## src/rtl/fw_meta_reporter.sv

```systemverilog
// Two-requester arbiter that emits a 6-byte FW metadata packet (sync, major,
// minor, patch, seq, xor checksum) on a valid/ready byte stream per grant.
module fw_meta_reporter #(
    parameter logic [7:0] SYNC_BYTE = 8'hA5,
    parameter bit         RR_ENABLE = 1'b1
) (
    input  logic       clk,
    input  logic       rst,
    input  logic [7:0] ver_major,
    input  logic [7:0] ver_minor,
    input  logic [7:0] ver_patch,
    input  logic       req_a,
    input  logic       req_b,
    output logic       grant_a,
    output logic       grant_b,
    output logic       done_a,
    output logic       done_b,
    output logic [7:0] out_data,
    output logic       out_valid,
    input  logic       out_ready,
    output logic       out_last,
    output logic       busy,
    output logic [1:0] state_dbg
);

    // Stream handshake: a byte moves on every rising edge where out_valid and
    // out_ready are both high; out_valid, out_data and out_last hold otherwise.
    typedef enum logic [1:0] {
        IDLE = 2'd0,
        SEND = 2'd1,
        DONE = 2'd2
    } state_t;

    state_t     state;
    state_t     state_nx;
    logic       start;
    logic       pick_b;
    logic [2:0] idx;
    logic       owner_b;
    logic       prio_b;
    logic [7:0] seq;
    logic [7:0] snap_major;
    logic [7:0] snap_minor;
    logic [7:0] snap_patch;
    logic [7:0] snap_seq;
    logic [7:0] checksum;
    logic [7:0] cur_byte;

    always_ff @(posedge clk or posedge rst) begin
        if (rst) begin
            state <= IDLE;
        end else begin
            state <= state_nx;
        end
    end

    always_comb begin
        state_nx = state;
        start    = 1'b0;
        pick_b   = 1'b0;
        case (state)
            IDLE: begin
                if (req_a || req_b) begin
                    start    = 1'b1;
                    state_nx = SEND;
                    if (req_a && req_b) begin
                        pick_b = RR_ENABLE & prio_b;
                    end else begin
                        pick_b = req_b;
                    end
                end
            end
            SEND: begin
                if (out_ready && (idx == 3'd5)) begin
                    state_nx = DONE;
                end
            end
            DONE: begin
                state_nx = IDLE;
            end
            default: begin
                state_nx = IDLE;
            end
        endcase
    end

    // Snapshot at grant keeps every byte of a packet from the same version set.
    always_ff @(posedge clk or posedge rst) begin
        if (rst) begin
            idx        <= 3'd0;
            owner_b    <= 1'b0;
            prio_b     <= 1'b0;
            seq        <= 8'h00;
            snap_major <= 8'h00;
            snap_minor <= 8'h00;
            snap_patch <= 8'h00;
            snap_seq   <= 8'h00;
        end else begin
            if (start) begin
                snap_major <= ver_major;
                snap_minor <= ver_minor;
                snap_patch <= ver_patch;
                snap_seq   <= seq;
                idx        <= 3'd0;
                owner_b    <= pick_b;
            end
            if ((state == SEND) && out_ready && (idx != 3'd5)) begin
                idx <= idx + 3'd1;
            end
            if (state == DONE) begin
                seq <= seq + 8'd1;
                if (RR_ENABLE) begin
                    prio_b <= ~owner_b;
                end
            end
        end
    end

    assign checksum = SYNC_BYTE ^ snap_major ^ snap_minor ^ snap_patch ^ snap_seq;

    always_comb begin
        cur_byte = 8'h00;
        case (idx)
            3'd0:    cur_byte = SYNC_BYTE;
            3'd1:    cur_byte = snap_major;
            3'd2:    cur_byte = snap_minor;
            3'd3:    cur_byte = snap_patch;
            3'd4:    cur_byte = snap_seq;
            3'd5:    cur_byte = checksum;
            default: cur_byte = 8'h00;
        endcase
    end

    // Outputs decode registered state only, so reset clears them at once.
    assign out_valid = (state == SEND);
    assign out_data  = out_valid ? cur_byte : 8'h00;
    assign out_last  = out_valid && (idx == 3'd5);
    assign grant_a   = out_valid && !owner_b;
    assign grant_b   = out_valid && owner_b;
    assign done_a    = (state == DONE) && !owner_b;
    assign done_b    = (state == DONE) && owner_b;
    assign busy      = (state != IDLE);
    assign state_dbg = state;

endmodule

```

## config.mk

```make
export PLATFORM = sky130hd
export DESIGN_NAME = fw_meta_reporter
export DESIGN_NICKNAME = d
export VERILOG_FILES = /design/src/rtl/fw_meta_reporter.sv
export SDC_FILE = /design/constraint.sdc
export NUM_CORES = 1
export LEC_CHECK = 0
export CAP_MARGIN = 20
export CORE_UTILIZATION = 35
export DETAILED_ROUTE_END_ITERATION = 7
export PLACE_DENSITY_LB_ADDON = 0.08
export REMOVE_ABC_BUFFERS = 1
export SYNTH_ARGS = -nofsm -noshare
export SYNTH_HDL_FRONTEND = slang
export SYNTH_SLANG_ARGS = --single-unit
```

## constraint.sdc

```tcl
create_clock -name clk -period 2.4 [get_ports clk]
set_input_delay 0.48 -clock clk [delete_from_list [all_inputs] [get_ports clk]]
set_output_delay 0.48 -clock clk [all_outputs]
set_load 0.005 [all_outputs]
```

# Word-level counts from Yosys, hierarchy flattened
# Index checks and enable logic that the tools add are counted.
totals:
  reg_bits: 47
  in_bits: 29
  output_inout_bits: 17
  wordCells: 54
classes:
  add_sub_neg: 2
  n_eq_ne: 10
  muxes: 12
  n_bitwise: 5
  n_reduce_logical: 16
op_table:
  columns: ["op", "count"]
  rows:
  - ["$pmux 8 s6", 1]
  - ["$xor 8x8->8", 3]
  - ["$logic_and 1x1->1", 9]
  - ["$add 8x1->8 const B", 1]
  - ["$mux 8", 1]
  - ["$eq 3x2->1 const B", 2]
  - ["$eq 3x3->1 const B", 2]
  - ["$mux 3", 2]
  - ["$mux 1", 5]
  - ["$mux 2", 2]
  - ["$not 4->4", 1]
  - ["$pmux 2 s2", 1]
  - ["$reduce_bool 2->1", 2]
  - ["$add 3x1->3 const B", 1]
  - ["$eq 3x1->1 const B", 1]
  - ["$logic_not 3->1", 1]
  - ["$ne 3x3->1 const B", 1]
  - ["$eq 2x1->1 const B", 1]
  - ["$eq 2x2->1 const B", 1]
  - ["$logic_not 2->1", 1]
  - ["$ne 2x1->1 const B", 1]
  - ["$ne 2x2->1 const B", 1]
  - ["$reduce_and 2->1", 1]
  - ["$logic_not 1->1", 1]
  - ["other kinds (2)", 2]

# Depth between registers and ports, before layout
logic_depth:
  word_depth: 6
  ltp_mapped: 7
  ltp_nobuf: 6

# Least setup slack after synthesis
# No wires, ideal clock.
synth_timing:
  kind: "reg-to-output"
  start: "reg idx[2]"
  end: "out out_data[1]"
  arrival_ns: 1.631
  required_time_ns: 1.920
  path_slack_ns: 0.289
  stages_incl_launch_ff: 7
  n_path_buf: 2
  path_cell_list: "dfrtp_1 > buf_2 > inv_1 > ha_1 > buf_2 > o41ai_4 > o22ai_1"
synth_between:
  elab_chain_cells: 3
  elab_cells_between_ends: 8
  cone_classes: "eq/ne: 5; mux: 2; reduce/logical: 1"
synth_lines:
  columns: ["element", "line_no", "text"]
  rows:
  - ["start: declaration", "38", "logic [2:0] idx;"]
  - ["start signal: assignment", "108", "idx <= idx + 3'd1;"]
  - ["$eq 3x3->1, or another cell as far along", "123", "case (idx)"]
  - ["$pmux 8 s6 *", "123", null]
  - ["$mux 8 *", "136", "assign out_data = out_valid ? cur_byte : 8'h00;"]
  - ["end: declaration", "18", "output logic [7:0] out_data,"]
# Mark *: on every way between the ends. The rest lies on a longest branch, timed or not.

# Worst setup path in the final report
layout_timing:
  start: "reg idx[1]"
  end: "out out_data[1]"
# The elaborated chain is that of the path after synthesis.

==> flow_summary.ini <==
[grt]
gr-usage-all-layers_pct = 16.6
grt_pass1_wl_um = 9460
first_global_vias = 1845
grt_start_max_net_pins = 37
antenna_found_initial = 0
grt-ovfl-total = 0

[outcome]
outcome = finished with violations
violations = negative setup slack

[sta]
hold_violations = 0
slew_violations = 0
final.period_utilization_pct = 102
period_minus_slack_ps = 2450
clock_skew_ps = 4.44
whs_ps = 477
max_slew_margin_pct = 53.1
worst_pin_slew_ps = 702
rsz0062_at_grt = true
fmax_ghz = 0.409
setup_viol = 7
fin_ws_ps = -47.8

[finish]
diodes = 0
num-nets-final = 311
final_layout_size_suffix_gt1_share_pct = 39.0
syn2layout_area_growth_pct = 39.9
design_area_um2 = 3420

[worst_setup_path]
critPathMostFrequentCell = ha_4
end_kind = output port
path_delay_family = flip-flops
crit_chain = ha_4 > ha_4 > o41ai_4 > buf_4 > buf_6 > o22ai_2 > buf_2
cp.arrival_ps = 1970
critPathMaxStageDelay_ps = 460
critPathMaxFanout = 3
worstSetupStartpointType = register
crit_path_top_delay_cell = dfrtp_2
cp-startpoint = idx[1]$_DFFE_PP0P_
critPathRequiredTime_ps = 1920
path_class = register to output port
r2r_start = idx[0]$_DFFE_PP0P_
critPathBufInv = 3

[power_and_ir_drop]
netSwitchingPower_mw = 1.60
p_leak_nw = 1.48
p_int_mw = 2.83
sw_frac_of_total_pct = 36.2
p_comb_share_pct = 57.8
powerDensity_nw_per_um2 = 1300
power_frac_clock_pct = 11.0
irDropWorstVdd_uv = 493
seq_power_share_pct = 31.2

[synth]
yosysTopAreaCellShare_pct = 48.1
synth-adder-area-share_pct = 3.07
yosys_warnings = 0
synth_mux_area_share_pct = 15.2
synth_xor_area_share_pct = 11.1
synth_top_family_by_area = multiplexers
synth-main-ff-cell = dfrtp_1
seq_area_frac_synth_pct = 48.1
synth-seq-cells = 47
synth_area_um2 = 2450
synth.area.top_cells = dfrtp_1 48%, mux2_2 15%, xnor2_1 9.0%
synth_top_area_cell = dfrtp_1
synthSimpleGateAreaFrac_pct = 8.03
synth.most_common_cell = dfrtp_1
ys_async_sr_fraction_pct = 100
synth_compound_area_share_pct = 11.5
ys_top_cells_by_count = 47 x dfrtp_1, 33 x mux2_2, 25 x xnor2_1
avgSynthCellArea_um2 = 12.4
syn_inst = 197
synth_cell_types = 30
synth_enable_flop_cells = 0

[floorplan]
initial_core_util_pct = 36.2
coreArea_um2 = 6760
rows = 30
ioPinCount = 46
die_h_um = 85.6
dieArea_um2 = 7330
die_w_um = 85.6

[routing]
drc = 0
vias_per_cell = 5.00
routed_wl_um = 5630
wl_per_cell_um = 15.8
drt_first_pass_iters = 5
drt_iter0_markers = 53
ant_nets = 0
vias = 1785

[cts]
cts_sinks = 47
cts_buffers = 5
cts-htree-levels = 2
clock_path_buffers = 2
cts_tree = built
root_buffer = clkbuf_8
cts.clk_slew.worst_paths_ps = 90
insertion_delay_ps = 300

[placed_design]
globalplace.congestion = 0.776
placed_area_um2 = 3150
place_ws_ps = -80.1
portBuffers = 45
place_hpwl_um = 4040

[run]
drv_cap = 0

[worst_hold_path]
worstHoldStart = seq[7]$_DFFE_PP0N_
holdCritPathClass = register to register
[layer usage]
| metal | track usage (%) | vias up | wire length (um) |
|---|---|---|---|
| met5 | 0 | - | 0 |
| met4 | 4.09 | 0 | 42 |
| met3 | 2.79 | 5 | 159 |
| met2 | 27.8 | 35 | 2670 |
| met1 | 22.6 | 875 | 2760 |
| li1 | - | 870 | - |
[logic make-up after synthesis]
logic type      count (synthesis)
xor+xnor                       31
flops                          47
buf+inv                        15
mux                            33
compound gates                 33
simple gates                   32
fa+ha+maj                       6
[layout make-up]
class                   instances  area, um2
fillers                       647       3330
flip-flops and latches         47       1180
clock inverters                 2       16.3
multi-input cells             135       1300
repair buffers                 79        719
clock buffers                   6       72.6
well taps                      80        100
inverters                       8       32.5
[stage by stage]
stage	util (%)	instances	total power, mW	setup TNS (ps)
6_report	50.7	357	4.43	-192
5_1_grt	50.7	357	4.76	-983
2_1_floorplan	-	190	2.64	0
4_1_cts	49.8	357	4.36	-149
3_3_place_gp	46.6	340	3.59	-146
3_5_place_dp	46.6	340	3.61	-419
[placed cells by master (no fill, tap or decap), types with 2 or more instances in the layout]
cell type / count
dfrtp_2: 2
o22ai_2: 5
and2_1: 2
o22ai_1: 3
a22o_1: 8
and3_1: 2
inv_2: 3
nand2b_1: 5
a221oi_2: 2
xnor2_1: 25
nand3_1: 3
mux2_2: 33
a222oi_1: 6
nand2_1: 4
ha_4: 5
clkdlybuf4s50_1: 37
nand4_1: 3
buf_4: 22
buf_6: 11
o21ai_0: 4
nor2_1: 4
buf_2: 8
dfrtp_1: 45
nor2b_1: 3
inv_1: 4
nand3_2: 2
xor2_1: 6
clkbuf_8: 5
[worst paths after layout]
path | depth (start not counted) | slack (ps) | to
worst max-delay path | 7 | -50 | out_data[1]
worst min-delay path | 1 | 480 | seq[7]$_DFFE_PP0N_
worst max register to register | 8 | 820 | idx[0]$_DFFE_PP0P_
worst min register to register | 1 | 480 | seq[7]$_DFFE_PP0N_
max in group asynchronous | 3 | 1170 | idx[1]$_DFFE_PP0P_
min in group asynchronous | 2 | 610 | snap_patch[4]$_DFFE_PP0P_
[flip-flops by register name, summed over array words and instances (netlist names)]
register / cells
prio_b: 1
idx: 3
snap_minor: 8
state_dbg: 2
snap_major: 8
snap_seq: 8
snap_patch: 8
seq: 8
owner_b: 1
[power groups by stage]
stage          clock network, mW  registers (mW)  logic (mW)
2_1_floorplan                  0            1.30        1.34
3_3_place_gp                   0            1.38        2.21
3_5_place_dp                   0            1.38        2.24
4_1_cts                    0.513            1.37        2.48
5_1_grt                    0.545            1.43        2.79
6_report                   0.487            1.38        2.56
[worst reg2reg max path, delay by kind of cell (launching register included)]
kind | cells | cell delay [ps]
AND/OR/NAND/NOR | 3 | 350
adder cells (fa/ha/maj) | 1 | 180
buffers and inverters | 3 | 390
AO/OA/AOI/OAI | 1 | 80
flip-flops | 1 | 460
[timing repair]
| action | CTS | global route |
|---|---|---|
| buffers inserted | 9 | 0 |
| gates resized for setup | 53 | 12 |
| hold buffers | 0 | 0 |
| endpoints found under the setup margin | 9 | 9 |
| pin swaps | 11 | 10 |
| cloned | 0 | 0 |
(Power assumes the default switching activity.)
